$ cat src/rtl/switch_inport_loader.sv
// ============================================================================
// Module      : switch_inport_loader
// Description : Synchronizes/debounces board switches and load button; pulses
//               one in-port enable per debounced press with extended data.
//               Optional macro SWITCH_SIGN_EXT_EN selects sign extension.
// Revision    : 1.0 - initial release
// ============================================================================
`default_nettype none

module switch_inport_loader #(
  parameter int WIDTH           = 32,
  parameter int SW_WIDTH        = 10,
  parameter int DEBOUNCE_CYCLES = 500000,
  parameter int CNT_WIDTH       = 20
) (
  input  logic                clk,
  input  logic                rst,
  input  logic [SW_WIDTH-1:0] switches,
  input  logic                btn_n,
  output logic [WIDTH-1:0]    Extended_Switch_Data,
  output logic                Inport0En,
  output logic                Inport1En,
  output logic                busy
);

  typedef enum logic [1:0] {
    S_IDLE         = 2'd0,
    S_PRESS_WAIT   = 2'd1,
    S_HELD         = 2'd2,
    S_RELEASE_WAIT = 2'd3
  } state_t;

  localparam logic [CNT_WIDTH-1:0] c_cnt_last = CNT_WIDTH'(DEBOUNCE_CYCLES - 1);
  localparam logic [CNT_WIDTH-1:0] c_cnt_one  = CNT_WIDTH'(1);

  logic [SW_WIDTH-1:0] sw_meta_q;
  logic [SW_WIDTH-1:0] sw_sync_q;
  logic                btn_meta_q;
  logic                btn_sync_q;

  state_t              state_q;
  logic [CNT_WIDTH-1:0] cnt_q;
  logic [CNT_WIDTH-1:0] cnt_d;
  logic [WIDTH-1:0]    data_q;
  logic                en0_q;
  logic                en1_q;
  logic                busy_q;

  logic                pressed;
  logic [WIDTH-1:0]    ext_data;

  // Button synchronizer resets to the released level so reset never looks like a press.
  always_ff @(posedge clk or negedge rst) begin
    if (!rst) begin
      sw_meta_q  <= '0;
      sw_sync_q  <= '0;
      btn_meta_q <= 1'b1;
      btn_sync_q <= 1'b1;
    end else begin
      sw_meta_q  <= switches;
      sw_sync_q  <= sw_meta_q;
      btn_meta_q <= btn_n;
      btn_sync_q <= btn_meta_q;
    end
  end

  assign pressed = ~btn_sync_q;
  assign cnt_d   = cnt_q + c_cnt_one;

`ifdef SWITCH_SIGN_EXT_EN
  assign ext_data = {{(WIDTH-SW_WIDTH+1){sw_sync_q[SW_WIDTH-2]}}, sw_sync_q[SW_WIDTH-2:0]};
`else
  assign ext_data = {{(WIDTH-SW_WIDTH+1){1'b0}}, sw_sync_q[SW_WIDTH-2:0]};
`endif

  always_ff @(posedge clk or negedge rst) begin
    if (!rst) begin
      state_q <= S_IDLE;
      cnt_q   <= '0;
      data_q  <= '0;
      en0_q   <= 1'b0;
      en1_q   <= 1'b0;
      busy_q  <= 1'b0;
    end else begin
      // Enables only ever rise on the capture edge, giving single-cycle pulses.
      en0_q <= 1'b0;
      en1_q <= 1'b0;
      case (state_q)
        S_IDLE: begin
          if (pressed) begin
            state_q <= S_PRESS_WAIT;
            cnt_q   <= c_cnt_one;
            busy_q  <= 1'b1;
          end
        end
        S_PRESS_WAIT: begin
          if (!pressed) begin
            state_q <= S_IDLE;
            cnt_q   <= '0;
            busy_q  <= 1'b0;
          end else if (cnt_q == c_cnt_last) begin
            state_q <= S_HELD;
            cnt_q   <= '0;
            data_q  <= ext_data;
            en0_q   <= ~sw_sync_q[SW_WIDTH-1];
            en1_q   <= sw_sync_q[SW_WIDTH-1];
          end else begin
            cnt_q <= cnt_d;
          end
        end
        S_HELD: begin
          if (!pressed) begin
            state_q <= S_RELEASE_WAIT;
            cnt_q   <= c_cnt_one;
          end
        end
        S_RELEASE_WAIT: begin
          if (pressed) begin
            state_q <= S_HELD;
            cnt_q   <= '0;
          end else if (cnt_q == c_cnt_last) begin
            state_q <= S_IDLE;
            cnt_q   <= '0;
            busy_q  <= 1'b0;
          end else begin
            cnt_q <= cnt_d;
          end
        end
        default: begin
          state_q <= S_IDLE;
          cnt_q   <= '0;
          busy_q  <= 1'b0;
        end
      endcase
    end
  end

  assign Extended_Switch_Data = data_q;
  assign Inport0En            = en0_q;
  assign Inport1En            = en1_q;
  assign busy                 = busy_q;

endmodule

`default_nettype wire

$ cat config.mk
export PLATFORM = sky130hd
export DESIGN_NAME = switch_inport_loader
export DESIGN_NICKNAME = d
export VERILOG_FILES = /design/src/rtl/switch_inport_loader.sv
export SDC_FILE = /design/constraint.sdc
export NUM_CORES = 1
export LEC_CHECK = 0
export ABC_AREA = 1
export ABC_CLOCK_PERIOD_IN_PS = 1900
export BUFFER_PORTS_ARGS = -buffer_cell sky130_fd_sc_hd__buf_2
export CORE_MARGIN = 5
export CORE_UTILIZATION = 55
export DETAILED_ROUTE_END_ITERATION = 7
export PLACE_DENSITY = 0.79
export SKIP_LAST_GASP = 1
export SYNTH_ARGS = -nofsm -noshare
export SYNTH_HDL_FRONTEND = slang
export SYNTH_SLANG_ARGS = --single-unit
$ cat constraint.sdc
create_clock -name clk -period 1.9 [get_ports clk]
set_clock_uncertainty 0.2 [all_clocks]
set_input_delay 0 -clock clk [delete_from_list [all_inputs] [get_ports clk]]
set_output_delay 0 -clock clk [all_outputs]
set_load 0.02 [all_outputs]
# == Word-level counts from Yosys, hierarchy flattened ==
# Index checks and enable logic that the tools add are counted.
# totals
ff_bits,56
input_bits,13
word_cells,54
# op_classes
muxes,24
bitwise_logic,2
reduce_logical,6
addsub,1
eq_ne,11
# op_table
cell,n
$mux 20,5
$pmux 20 s4,1
$add 20x1->20 const B,1
$eq 20x19->1 const B,1
$mux 2,6
$mux 1,10
$ne 2x2->1 const B,5
$pmux 2 s4,1
$ne 3x3->1 const B,2
$reduce_and 5->1,1
$eq 2x2->1 const B,2
$reduce_and 4->1,1
$pmux 1 s3,1
$reduce_and 3->1,1
$reduce_bool 3->1,1
$eq 2x1->1 const B,1
$logic_not 2->1,1
$not 1->1,2
$reduce_and 2->1,1

# == Depth between registers and ports, before layout ==
# Gate-level depths: netlist of the first run.
# depth
word_depth,4
depth_mapped,9
mapped_depth_nobuf,9

# == Worst setup path after synthesis of the first run ==
# Ideal clock, no wire load.
# synth_timing
path_type,register to register
start,register cnt_q[0]
end,register data_q[0] (netlist: Extended_Switch_Data[0])
n_path_buf,1
path_slack_ps,213
arrival_time_ps,1370
required_ps,1583
setup_time_ps,117
stages_incl_launch_ff,10
path_cell_list,dfrtp_1 > ha_1 > nand2_2 > nor2_2 > nand3_2 > nor2_2 > nand2_1 > buf_6 > nand2_1 > nand2_1
# synth_between
elab_chain_len,2
# synth_rtl
element,line,text
start: declaration,42,logic [CNT_WIDTH-1:0] cnt_q;
start signal: assignment,92,cnt_q <= c_cnt_one;
start signal: assignment,108,cnt_q <= cnt_d;
start signal: assignment,114,cnt_q <= c_cnt_one;
$eq 20x19->1,101,end else if (cnt_q == c_cnt_last) begin
$reduce_and 3->1 (no source line),-,
end signal: assignment,104,data_q <= ext_data;
end: declaration,44,logic [WIDTH-1:0] data_q;
# Every way passes these cells.
# A chain may end at the register's enable or synchronous reset.

# == Final worst setup path of the first run ==
# layout_timing
start,register cnt_q[1]
end,register data_q[0] (netlist: Extended_Switch_Data[0])
# The elaborated chain is that of the path after synthesis.

==> run metrics, run 1 <==
diode count=0; relative slew slack=49.4%; CP arrival=1.90 ns; Die H=79.0 µm; commonest non-fill, non-tap cell in the layout=nand2_1; worst slack, placed=-0.0156 ns; Clk pin slew, worst setup/hold paths=0.12 ns; status=finished, final reports clean; wirelength, routed=5380 µm; worst r2r src=cnt_q[1]$_DFFE_PN0P_; clk sinks=56; WP data required=1.96 ns; CTS Buf Count=5; final-report setup violation count=0; gr usage total=18.6%; Slew Viols, Final=0; met1 Resource Use GR=25.0%; sequential share of power=49.5%; Max clock buf depth=2; met2 Use GR=29.8%; FMAX=544 MHz; Power Density=897 mW/mm²; Clock Power Share=26.2%; flops & latches, synth=56; layout cells sized above 1=17.4%; CTS tree=yes; DR pass1 iterations=4; reg-to-reg endpoint=Extended_Switch_Data[0]$_DFFE_PN0P_; routability congestion estimate=0.900; CP startpoint=cnt_q[1]$_DFFE_PN0P_; global route hottest layer=met2; Filler cells=356; CORE AREA=0.00466 mm²; Syn-to-layout area delta=16.5%; post-route minimum period=1.84 ns; Netlist cell types=27; Max Cap Viol=0; first-pass GRT wire length=9110 µm; mean area per synthesized cell=8.70 µm²; synthesized instance count=301; Worst Reg-to-Reg Cells=8; fin util=65.5%; Tightest Pin Transition=0.756 ns; leading area contributor after synthesis=dfrtp_1; commonest cells after routing, fill and taps aside=78 x nand2_1, 53 x dfrtp_1, 35 x nor2_1, 27 x nand3_1, 24 x buf_2; final hold slack=0.0620 ns; Vias/cell=5.03; post-route ant nets=0; FF+latch area=0.00141 mm²; Leakage=1.50 nW; Synth area leaders=dfrtp_1 52%, nand2_1 11%, buf_4 7.4%, nor2_1 5.3%, nand3_1 5.2%; Initial Util=56.2%; Setup crit start kind=flip-flop; layout net count=364; Mapped Area=0.00262 mm²; Top-Level Pins=48; initial antenna violation count=0; register area share after synthesis=53.6%; Logic pwr share=24.3%; post-synth top area share=51.6%; vias post-DR=2038; P_sw=0.964 mW; worst-path maximum fanout=10; Crit. End Element=flip-flop; CP Class=reg -> reg; clock root buffer=clkbuf_8; Clock Latency Late Sink=0.32 ns; drc violations=0; IO buf count=24; CTS H-tree lvls=2; peak supply drop=672 µV; largest net degree at the start of global routing=34; Cell Area, Placed=0.00276 mm²; routed len/inst=13.3 µm; Die X=79.0 µm; number of cell rows=25; Power Total=2.74 mW; DR iter-0 viols=153; sw frac=35.2%; Hold Path Class=in -> async; die outline area=0.00624 mm²; footprint of the multi-input gates=0.00104 mm²; crit share post-route=96.8%; Ys Warns=0; final setup margin=0.0604 ns; R2R setup slack=0.06 ns; grt ovf=0; Fin. Hold Viols=0; vias in the first global route=1966; met3 Use GR=4.54%; post-route cell area=0.00305 mm²; internal power=1.77 mW; Critical Path Sink=Extended_Switch_Data[0]$_DFFE_PN0P_; Final HPWL DP=3700 µm
[critical path: stages (launching register included)]
cell	delay (ns)
dfrtp_1	0.40
ha_1	0.21
nand2_2	0.10
nor2_4	0.14
nand3_2	0.15
nor2_4	0.23
buf_6	0.17
nand3_1	0.10
nand2_1	0.08
[power groups by stage]
stage	logic, mW	registers (mW)	clock network [mW]
finish	0.665	1.35	0.718
global route	0.746	1.36	0.776
CTS	0.622	1.35	0.719
detailed placement	0.594	1.37	0
global placement	0.582	1.37	0
floorplan	0.433	1.38	0
[cell families after synthesis]
family,share of synthesized area (%)
buf+inv,11.6
simple gates,24.9
flops,53.6
other cells,0.143
fa+ha+maj,0.477
xor+xnor,4.30
compound gates,5.01
[routing by layer]
metal | part of all wire [%] | vias to the layer above
met1 | 43 | 979
met5 | 0 | -
met3 | 5.7 | 7
met2 | 50 | 54
met4 | 1.1 | 0
li1 | - | 998
[timing repair]
item | CTS | global route
setup endpoints to repair | 9 | 21
gates cloned | 0 | 0
pin swaps | 0 | 1
buffers inserted | 0 | 1
hold endpoints to repair | 67 | 0
resized for setup | 1 | 10
hold buffers | 14 | 0
[state kept, by name, indices dropped and copies added, names as in the netlist, named ones only]
register,flops
cnt_q,20
Extended_Switch_Data,9
sw_sync_q,10
btn_meta_q,1
Inport1En,1
busy,1
state_q,1
btn_sync_q,1
Inport0En,1
sw_meta_q,10
[cell type report]
cell class                      instances  share of cell area, %
Clock buffer                            5                   2.26
Clock inverter                          3                  0.943
Inverter                               23                   2.83
Multi-Input combinational cell        215                   33.9
Sequential cell                        56                   46.0
Tap cell                               54                   2.21
Timing Repair Buffer                   49                   11.8
[cell usage after synthesis, drive strengths merged]
cell / n
buf: 29
xnor2: 3
nor2: 41
conb: 1
nand2: 81
o21ai: 16
o21bai: 1
dfstp: 2
o22ai: 4
nor3: 1
dfrtp: 54
nand4: 4
ha: 1
a21oi: 3
inv: 23
xor2: 9
nand3: 28
[metrics by stage]
stage	setup TNS [ns]	std cells
detailed placement	-0.0369	382
finish	0	405
floorplan	0	323
global route	-0.0208	405
global placement	0	382
CTS	0	404
[worst min-delay path by stage]
| stage | to |
|---|---|
| after floorplan | Extended_Switch_Data[0]$_DFFE_PN0P_ |
| after global placement | cnt_q[11]$_DFFE_PN0P_ |
| after detailed placement | cnt_q[11]$_DFFE_PN0P_ |
| after CTS | btn_meta_q$_DFF_PN1_ |
| after global routing | btn_meta_q$_DFF_PN1_ |
| final | cnt_q[10]$_DFFE_PN0P_ |
(Power assumes the default switching activity.)
==> run 2: changes to the inputs <==
--- a/config.mk
+++ b/config.mk
@@ -8,7 +8,7 @@
 export ABC_AREA = 1
 export ABC_CLOCK_PERIOD_IN_PS = 1900
 export BUFFER_PORTS_ARGS = -buffer_cell sky130_fd_sc_hd__buf_2
-export CORE_MARGIN = 5
+export CORE_MARGIN = 1.5
 export CORE_UTILIZATION = 55
 export DETAILED_ROUTE_END_ITERATION = 7
 export PLACE_DENSITY = 0.79
==> run 2 against run 1 <==
Fmax up 4.2%. Flip-flop and latch count is the same. Via count shrank 0.20%. Combinational power is essentially flat. Cell area decreased by 0.12%. Sequential share of layout area is essentially flat. Register-to-register slack gained 0.07 ns. First-iteration DRC count increased by 3.9%. Critical path depth unchanged. Utilization grew 2.6 points. Clock power is 9.2% higher. Critical path type unchanged. Largest cell class unchanged.
==> run metrics, run 2 (same netlist as run 1, synthesis figures left out) <==
status=finished, final reports clean; fin util=68.1%; slowest cell on the critical path=dfrtp_1; grt ovf=0; number of cell rows=24; layout net count=361; worst-path maximum fanout=7; drc violations=0; P_sw=0.925 mW; vias in the first global route=1931; Vias/cell=5.09; sequential share of power=48.4%; die outline area=0.00519 mm²; setup tns final=0 ns; RSZ-0062 raised after global routing=false; post-route ant nets=0; Slew Viols, Final=0; Filler cells=344; diode count=0; Largest register FFs=20; Die X=72.0 µm; DR iter-0 viols=159; crit share post-route=93.0%; Leakage=1.49 nW; sw frac=32.9%; Logic pwr share=23.7%; CORE AREA=0.00447 mm²; Crit. End Element=flip-flop; Fin. Hold Viols=0; crit-path cells=ha_4 > nand2_2 > nor2_4 > nand3_4 > nor2_4 > buf_6 > nand3_1 > nand2_1; layout cells sized above 1=16.7%; Initial Util=58.6%; Largest regs=cnt_q x20, sw_meta_q x10, sw_sync_q x10; first-pass GRT wire length=8610 µm; commonest non-fill, non-tap cell in the layout=nand2_1; Setup crit start kind=flip-flop; most used cell, CP=nor2_4; Top-Level Pins=48; wirelength, routed=5170 µm; Max Cap Viol=0; routability congestion estimate=0.922; DR pass1 iterations=4; IO buf count=24; initial antenna violation count=0; Clock Latency Late Sink=0.31 ns; Power Density=923 mW/mm²; CTS H-tree lvls=2; routed len/inst=12.9 µm; largest net degree at the start of global routing=23; vias post-DR=2034; internal power=1.89 mW; final-report setup violation count=0; Hold Path Class=in -> async; peak supply drop=837 µV; WP data required=1.96 ns; Tightest Pin Transition=0.696 ns; commonest cells after routing, fill and taps aside=78 x nand2_1, 54 x dfrtp_1, 36 x nor2_1, 27 x nand3_1, 24 x buf_2; Max clock buf depth=2; FMAX=566 MHz; CTS tree=yes; clk sinks=56; Syn-to-layout area delta=16.3%; clock root buffer=clkbuf_8; CP arrival=1.82 ns; relative slew slack=53.5%; Die H=72.0 µm; Clk pin slew, worst setup/hold paths=0.10 ns; Final HPWL DP=3600 µm; gr usage total=21.6%; post-route minimum period=1.77 ns; Clock Power Share=27.9%; CP Class=reg -> reg; CTS Buf Count=5; most flop-heavy register=cnt_q; CP max stage delay=0.42 ns
[run 2: cell count changes in the layout (fill, tap and decap cells not counted), sizes merged]
cell,delta
inv,-2
dlygate4sd3,-1
nand2,+1
clkinv,+1
bufinv,+1
buf,-3
[run 2: metrics by stage]
stage	area [µm²]	total power [mW]	cells	hold WS, ns	worst slack, ns
after floorplan	2700	1.81	323	-0.496	0.213
after global placement	2720	1.93	377	-0.262	0.0622
after detailed placement	2720	1.95	377	-0.257	-0.0114
after CTS	2970	2.76	398	0.0555	0.0579
after global routing	3050	2.96	400	0.0662	0.000425
final	3050	2.81	400	0.0510	0.134
[run 2: path summary, 6_finish.rpt]
check | startpoint | endpoint | slack (ns) | depth (start not counted)
setup / recovery | cnt_q[1]$_DFFE_PN0P_ | Extended_Switch_Data[1]$_DFFE_PN0P_ | 0.13 | 8
hold / removal | rst | cnt_q[17]$_DFFE_PN0P_ | 0.05 | 3
setup reg to reg | cnt_q[1]$_DFFE_PN0P_ | Extended_Switch_Data[1]$_DFFE_PN0P_ | 0.13 | 8
hold reg to reg | sw_meta_q[7]$_DFF_PN0_ | sw_sync_q[7]$_DFF_PN0_ | 0.15 | 0
max in group asynchronous | rst | cnt_q[7]$_DFFE_PN0P_ | 0.39 | 3
min in group clk | switches[9] | sw_meta_q[9]$_DFF_PN0_ | 0.12 | 2
[run 2: repair_timing]
item,4_1_cts,5_1_grt
setup endpoints to repair,9,30
hold buffers,13,0
hold endpoints to repair,65,0
resized for setup,1,12
pin swaps,0,1
gates cloned,0,1
setup buffers,0,1
[run 2: per-layer routing]
layer  track usage [%]  share of wire (%)  up-vias
li1                  -                  -      990
met1              27.4                 42      965
met2              36.8                 51       69
met3              5.28                5.5       10
met4              6.50                1.7        0
met5                 0                  0        -
[run 2: final cells by class]
class | count | area [µm²] | share of cell area (%)
flip-flops and latches | 56 | 1400 | 46.1
multi-input cells | 216 | 1060 | 34.8
repair buffers | 45 | 318 | 10.4
inverters | 23 | 86.3 | 2.83
clock buffers | 5 | 68.8 | 2.26
well taps | 52 | 65.1 | 2.13
clock inverters | 3 | 46.3 | 1.52
[run 2: power by group through the flow]
stage               logic, mW  registers (mW)  clock network, mW
floorplan               0.433            1.38                  0
global placement        0.561            1.37                  0
detailed placement      0.578            1.37                  0
CTS                     0.607            1.35              0.806
global route            0.746            1.37              0.849
finish                  0.667            1.36              0.784
[run 2: worst max-delay path: cells and delay by family (launching register included)]
kind,cells,cell delay (ns)
buffers and inverters,1,0.16
adder cells (fa/ha/maj),1,0.17
flip-flops,1,0.42
AND/OR/NAND/NOR,6,0.76
==> run 3: changes to the inputs <==
--- a/config.mk
+++ b/config.mk
@@ -9,9 +9,11 @@
 export ABC_CLOCK_PERIOD_IN_PS = 1900
 export BUFFER_PORTS_ARGS = -buffer_cell sky130_fd_sc_hd__buf_2
 export CORE_MARGIN = 1.5
-export CORE_UTILIZATION = 55
+export CORE_UTILIZATION = 57
+export CTS_BUF_LIST = sky130_fd_sc_hd__clkbuf_4 sky130_fd_sc_hd__clkbuf_8
+export CTS_CLUSTER_SIZE = 10
 export DETAILED_ROUTE_END_ITERATION = 7
-export PLACE_DENSITY = 0.79
+export PLACE_DENSITY = 0.81
 export SKIP_LAST_GASP = 1
 export SYNTH_ARGS = -nofsm -noshare
 export SYNTH_HDL_FRONTEND = slang
==> constraint.sdc (replaced) <==
create_clock -name clk -period 1.9 [get_ports clk]
set_clock_uncertainty 0.2 [all_clocks]
set_input_delay 0.19 -clock clk [delete_from_list [all_inputs] [get_ports clk]]
set_output_delay 0.19 -clock clk [all_outputs]
set_load 0.02 [all_outputs]
==> run 3 against run 2 <==
Critical path depth up 1. Worst setup slack worse by 0.032 ns. Non-clock buffer count fell by 2. Largest power group unchanged. Via count is essentially flat. Largest cell class unchanged. Die area fell by 3.4%. Sequential share of layout area rose by 0.59 points.
==> run metrics, run 3 (same netlist as run 1, synthesis figures left out) <==
worst-path maximum fanout=4; CP arrival=1.80 ns; most flop-heavy register=cnt_q; Largest regs=cnt_q x20, sw_meta_q x10, sw_sync_q x10; grt ovf=0; drc violations=0; CP Class=reg -> reg; commonest cells after routing, fill and taps aside=78 x nand2_1, 54 x dfrtp_1, 35 x nor2_1, 26 x nand3_1, 24 x buf_2; IO buf count=24; gr usage total=22.5%; detailed-routed wire length on met3=236 µm; final hold slack=0.156 ns; number of cell rows=24; WP data required=1.90 ns; CORE AREA=0.00438 mm²; CTS H-tree lvls=2; layout cells sized above 1=16.5%; die outline area=0.00501 mm²; Slew Viols, Final=0; Power Density=903 mW/mm²; Die H=70.8 µm; post-route cell area=0.00301 mm²; Largest register FFs=20; vias post-DR=2033; crit-path cells=ha_4 > nand2_2 > nor2_4 > nand3_2 > o21ai_4 > buf_4 > nand2_1 > nand2_1 > nand2_1; fin util=68.6%; FMAX=556 MHz; Vias/cell=5.12; largest net degree at the start of global routing=57; Buffers & Inverters on Critical Path=1; DR iter-0 viols=164; Crit. End Element=flip-flop; Top-Level Pins=48; post-route minimum period=1.80 ns; slowest cell on the critical path=dfrtp_1; CTS Buf Count=5; delay-heaviest family, CP=simple AND/OR/NAND/NOR gates; Clock Latency Late Sink=0.31 ns; vias in the first global route=2013; layout net count=358; Fin. Hold Viols=0; first-pass GRT wire length=8900 µm; final setup margin=0.102 ns; most used cell, CP=nand2_1; Routed met1 length=2130 µm; Max clock buf depth=2; Setup crit start kind=flip-flop; met2 wire len=2600 µm; Die X=70.8 µm; CTS tree=yes; wirelength, routed=5040 µm; final-report setup violation count=0; DR pass1 iterations=4; routed len/inst=12.7 µm; commonest non-fill, non-tap cell in the layout=nand2_1; CP max stage delay=0.43 ns; Cell Area, Placed=0.00273 mm²; Leakage=1.46 nW; clock root buffer=clkbuf_8; clk sinks=56; Initial Util=59.8%; Filler cells=339; Hold Path Class=reg -> reg; worst slack, placed=-0.0105 ns; crit share post-route=94.6%; status=finished, final reports clean; Syn-to-layout area delta=14.9%; Max Cap Viol=0; initial antenna violation count=0; peak supply drop=959 µV; Clk pin slew, worst setup/hold paths=0.10 ns; routability congestion estimate=0.903; Final HPWL DP=3540 µm; post-route ant nets=0; diode count=0; Max Used Layer=met4
==> run 3: final cells by class <==
| cell class | instances | area (µm²) | area share [%] |
|---|---|---|---|
| Tap cell | 52 | 65.1 | 2.16 |
| Multi-Input combinational cell | 215 | 1050 | 34.8 |
| Inverter | 23 | 86.3 | 2.87 |
| Timing Repair Buffer | 43 | 309 | 10.3 |
| Sequential cell | 56 | 1400 | 46.7 |
| Clock inverter | 3 | 27.5 | 0.915 |
| Clock buffer | 5 | 68.8 | 2.29 |
==> run 3: repair_timing <==
item / CTS / global route
gates resized for setup: 1 / 11
setup endpoints to repair: 6 / 28
pin swaps: 0 / 2
hold endpoints to repair: 67 / 0
hold buffers: 12 / 0
setup buffers: 0 / 1
==> run 3: final timing paths <==
check,startpoint,end,slack [ns],cells after the start
setup / recovery,cnt_q[1]$_DFFE_PN0P_,flip-flop,0.10,9
hold / removal,sw_meta_q[3]$_DFF_PN0_,sw_sync_q[3]$_DFF_PN0_,0.16,0
setup reg to reg,cnt_q[1]$_DFFE_PN0P_,flip-flop,0.10,9
hold reg to reg,sw_meta_q[3]$_DFF_PN0_,sw_sync_q[3]$_DFF_PN0_,0.16,0
max in group asynchronous,rst,btn_meta_q$_DFF_PN1_,1.02,3
min in group asynchronous,rst,cnt_q[10]$_DFFE_PN0P_,0.18,3
==> run 3: per-stage QoR <==
| stage | power (mW) | instances | setup TNS, ns |
|---|---|---|---|
| 2_1_floorplan | 1.81 | 323 | 0 |
| 3_3_place_gp | 1.96 | 376 | 0 |
| 3_5_place_dp | 1.99 | 376 | -0.0162 |
| 4_1_cts | 2.68 | 396 | 0 |
| 5_1_grt | 2.88 | 397 | -0.000401 |
| 6_report | 2.72 | 397 | 0 |
==> run 3: report_power, final <==
part           switching, mW  internal, mW  leakage (nW)
Sequential            0.0856          1.27         0.720
Combinational          0.457         0.236         0.694
Clock                  0.393         0.271        0.0463
Total                  0.936          1.78          1.46
==> run 3: per-layer routing <==
metal | track usage, % | vias up
met2 | 36.9 | 52
met4 | 5.87 | 0
met5 | 0 | -
li1 | - | 986
met1 | 30.3 | 989
met3 | 5.70 | 6
